## src/rtl/rock_sequencer.sv

```systemverilog
// rock_sequencer: sweeps a PWM duty word between endpoints once per frame, then parks it at rest
module rock_sequencer #(
  parameter int PERIOD = 24000,
  parameter int DUTY_MIN = 1200,
  parameter int DUTY_MAX = 2400,
  parameter int DUTY_REST = 1800,
  parameter int W = 16
) (
  input  logic         CLK,
  input  logic         Reset,
  input  logic         Start,
  input  logic         Stop,
  input  logic [7:0]   Step,
  input  logic [7:0]   Cycles,
  output logic [W-1:0] Duty,
  output logic         Busy,
  output logic         FrameTick,
  output logic         Done
);
  typedef enum logic [1:0] {IDLE, RISE, FALL, RET} state_t;
  localparam logic [W:0] MIN = (W+1)'(DUTY_MIN);
  localparam logic [W:0] MAX = (W+1)'(DUTY_MAX);
  localparam logic [W:0] REST = (W+1)'(DUTY_REST);
  localparam logic [W-1:0] LAST = W'(PERIOD - 1);
  state_t state;
  logic [W-1:0] cnt;
  logic [7:0] step_r, cyc_r, swings, swings_nx;
  logic stop_f, stop_now;
  logic [W:0] stp, duty_x, up, dn, ret;
  // one extra bit so Duty+Step never wraps in the endpoint comparisons
  always_comb begin
    stp = (W+1)'(step_r);
    duty_x = {1'b0, Duty};
    up = duty_x + stp;
    dn = duty_x - stp;
    ret = duty_x > REST ? (duty_x <= REST + stp ? REST : dn) : (up >= REST ? REST : up);
    swings_nx = swings == 8'hff ? swings : swings + 8'd1;
    stop_now = stop_f | Stop;
  end
  assign FrameTick = cnt == LAST;
  always_ff @(posedge CLK) begin
    if (Reset) begin
      state <= IDLE;
      cnt <= '0;
      Duty <= REST[W-1:0];
      Busy <= 1'b0;
      Done <= 1'b0;
      step_r <= 8'd1;
      cyc_r <= '0;
      swings <= '0;
      stop_f <= 1'b0;
    end else begin
      cnt <= FrameTick ? '0 : cnt + W'(1);
      Done <= 1'b0;
      if (Busy && Stop) stop_f <= 1'b1;
      if (state == IDLE) begin
        if (Start) begin
          step_r <= Step == 8'd0 ? 8'd1 : Step;
          cyc_r <= Cycles;
          swings <= '0;
          stop_f <= 1'b0;
          state <= RISE;
          Busy <= 1'b1;
        end
      end else if (FrameTick) begin
        // a pending stop turns this very tick into the first return step
        if (stop_now || state == RET) begin
          Duty <= ret[W-1:0];
          if (ret == REST) begin
            state <= IDLE;
            Busy <= 1'b0;
            Done <= 1'b1;
            stop_f <= 1'b0;
          end else state <= RET;
        end else if (state == RISE) begin
          if (up >= MAX) begin
            Duty <= MAX[W-1:0];
            state <= FALL;
          end else Duty <= up[W-1:0];
        end else if (duty_x <= MIN + stp) begin
          Duty <= MIN[W-1:0];
          swings <= swings_nx;
          state <= (cyc_r != 8'd0 && swings_nx == cyc_r) ? RET : RISE;
        end else Duty <= dn[W-1:0];
      end
    end
  end
endmodule

```

## config.mk

```make
export PLATFORM = sky130hd
export DESIGN_NAME = rock_sequencer
export DESIGN_NICKNAME = d
export VERILOG_FILES = /design/src/rtl/rock_sequencer.sv
export SDC_FILE = /design/constraint.sdc
export NUM_CORES = 1
export LEC_CHECK = 0
export ABC_AREA = 1
export BUFFER_PORTS_ARGS = -buffer_cell sky130_fd_sc_hd__buf_2
export CAP_MARGIN = 20
export CORE_MARGIN = 2
export CORE_UTILIZATION = 50
export DETAILED_ROUTE_END_ITERATION = 7
export PLACE_DENSITY_LB_ADDON = 0.25
export RECOVER_POWER = 100
export SETUP_SLACK_MARGIN = 0.2
export SYNTH_ARGS = -nofsm -noshare
export SYNTH_HDL_FRONTEND = slang
export SYNTH_SLANG_ARGS = --single-unit
```

## constraint.sdc

```tcl
create_clock -name CLK -period 4.49 [get_ports CLK]
set_input_delay 0.449 -clock CLK [delete_from_list [all_inputs] [get_ports CLK]]
set_output_delay 0.449 -clock CLK [all_outputs]
set_load 0.01 [all_outputs]
```

==> results.yml <==
finish:
  fin_area_um2: 5570
  final_nets: 868
  fill_cells: 1012
  antenna_cells: 0
  drive_gt1_frac: 0.105
  finalNonFillerCells: 952
  final_util: 0.549
  area.growth.synth_to_final_pct: 8.12
timing:
  final_hold_viol_count: 0
  tightestPinTransition_ns: 0.761
  tns_ns: 0
  rsz0062_at_grt: "no"
  timing.fmax_ghz: 0.279
  setup-violations-final: 0
  drv_slew: 0
  fin_crit_sh: 0.798
  skew_ns: 0.0117
  fin_crit_ns: 3.58
  relSlewSlack: 0.492
logic_synthesis:
  synth-edff-count: 0
  synth_ff_type: "dfxtp_1"
  yosysTopAreaCell: "dfxtp_1"
  synthesis.nets: 837
  yosys_warnings: 0
  synth.top_cell.area_share: 0.237
  syn-cell-area_um2: 5150
  syn_inst: 781
  async_flop_share: 0
  synth.most_common_cell: "nand2_1"
  syn_avg_cell_area_um2: 6.59
  ys_types: 53
  ys_seq_area_frac: 0.237
  synth_area_leaders: "dfxtp_1 (24%), nand2_1 (12%), ha_1 (8.3%), inv_1 (7.5%), a21oi_1 (5.6%)"
  synth-seq-cells: 61
  synth_common_cells: "nand2_1 (170), inv_1 (103), nor2_1 (72), dfxtp_1 (61), a21oi_1 (58)"
floorplan:
  ios: 39
  die_h_um: 105
  start_util: 0.508
  die_w_um: 105
  coreArea_um2: 10100
  dieArea_um2: 11100
  rows: 37
clocking:
  clockBufferDepth: 2
  cts_made_buffers: 9
  post_cts_buffers: 0
  cts_tree: "done"
  clk_latency_ns: 0.35
  clock-sinks: 61
  cts_max_level: 3
  cts_resized: 0
  ctsHoldBuffers: 0
  clkTransAtPathRegs_ns: 0.08
  ctsRootBufferMaster: "clkbuf_8"
power_and_ir_drop:
  p_leak_nw: 2.63
  swShare: 0.356
  p_clk_frac: 0.336
  peakVddDrop_mv: 0.278
  pwr-share-seq: 0.375
  p_switching_w: 0.000581
  combPwrFrac: 0.289
  p_per_area_nw_per_um2: 293
  power.internal_w: 0.00105
worst_setup_path:
  crit_chain: "inv_1, ha_1, nor2_1, nand4_1, nand2_1, nand2_1, nand3_1, nand3_2, nor3_4, inv_1, nand2_1, nand2_4, nand2_1, a21boi_2, o21ai_0, a21oi_2"
  crit_slowest_cell: "ha_1"
  cp_common_cell: "nand2_1"
  critPathTopFamily: "simple AND/OR/NAND/NOR gates"
  worstSetupStartpointType: "flop"
  required_ns: 4.74
  slowest_delay_ns: 0.47
  crit_arrival_ns: 3.83
  crit_type: "reg2reg"
  crit_fanout: 11
  reg2reg_slack_ns: 0.91
  cp-end-kind: "flop"
  critPathBufInv: 2
routing:
  highest_layer: "met4"
  drc_errors: 0
  wl_per_cell_um: 15.2
  drt-met1-wl_mm: 6.68
  drt_iter0_markers: 353
  drt-pass1-iter-count: 5
  wl_met2_mm: 6.65
  wirelength_mm: 14.5
  dr_total_vias: 5289
  vias_per_cell: 5.56
  ant_nets: 0
  wl_met3_um: 704
min_path:
  hold_path_class: "in2reg"
global_routing:
  grt-ovfl-total: 0
  grt_start_max_net_pins: 26
  grt_pass1_wl_mm: 23.6
  grt_pass1_vias: 4809
  antenna_found_initial: 0
  grtUsageTotal: 0.264
place:
  io_buffers: 38
  placed_area_um2: 5410
  gp_congestion: 0.959
  post-dp-hpwl_mm: 11.2
  dp_cells: 937
outcome:
  status: "finished, final reports clean"
run:
  drv_cap: 0
[cells by family after synthesis]
kind of cell             share of synthesized area
AND/OR/NAND/NOR                              0.336
adder cells (fa/ha/maj)                     0.0904
XOR/XNOR                                    0.0578
flip-flops                                   0.237
AO/OA/AOI/OAI                                0.169
buffers and inverters                        0.109
[registers in the layout (all words and copies together), names as in the netlist]
signal / flops
Duty: 16
cnt: 16
cyc_r: 8
step_r: 8
swings: 8
state: 2
Busy: 1
Done: 1
stop_f: 1
[layer usage]
layer | vias to the layer above | GRT usage
li1 | 2648 | -
met4 | 0 | 0.114
met1 | 2425 | 0.353
met2 | 182 | 0.430
met5 | - | 0
met3 | 34 | 0.0266
[placed cells by master, fill, tap and decap left out, drive strengths merged, types with 12 or more instances in the layout]
cell	n
nand4	22
o21ai	33
a21oi	61
ha	34
o211ai	12
nor2	81
clkbuf	29
buf	21
inv	110
nand3	44
xor2	31
nand2	188
nor3	15
dfxtp	61
[area by class of cell]
| class | count | area (µm²) | share of cell area |
|---|---|---|---|
| Timing Repair Buffer | 40 | 181 | 0.0326 |
| Sequential cell | 61 | 1220 | 0.219 |
| Multi-Input combinational cell | 583 | 3330 | 0.599 |
| Clock buffer | 10 | 138 | 0.0247 |
| Tap cell | 136 | 170 | 0.0306 |
| Clock inverter | 5 | 75.1 | 0.0135 |
| Inverter | 117 | 447 | 0.0802 |
[path summary, 6_finish.rpt]
kind	start	end	depth (start not counted)
setup / recovery	step_r[6]	state[1]	16
hold / removal	Step[0]	step_r[0]	2
setup reg to reg	step_r[6]	state[1]	16
hold reg to reg	cnt[0]	cnt[0]	1
[power groups by stage]
stage / logic, W / clock network, W / registers (W)
final: 0.000472 / 0.000549 / 0.000612
after floorplan: 0.000364 / 0 / 0.000615
after detailed placement: 0.000472 / 0 / 0.000623
after global placement: 0.000468 / 0 / 0.000622
after global routing: 0.000531 / 0.000578 / 0.000616
after CTS: 0.000475 / 0.000556 / 0.000611
[through the flow]
step	setup slack [ns]	total power (W)	hold slack [ns]
5_1_grt	0.489	0.00172	0.348
2_1_floorplan	1.84	0.000980	0.430
3_5_place_dp	1.20	0.00109	0.448
6_report	0.909	0.00163	0.344
4_1_cts	1.19	0.00164	0.338
3_3_place_gp	1.22	0.00109	0.446
Power figures use the tool's default switching activity.
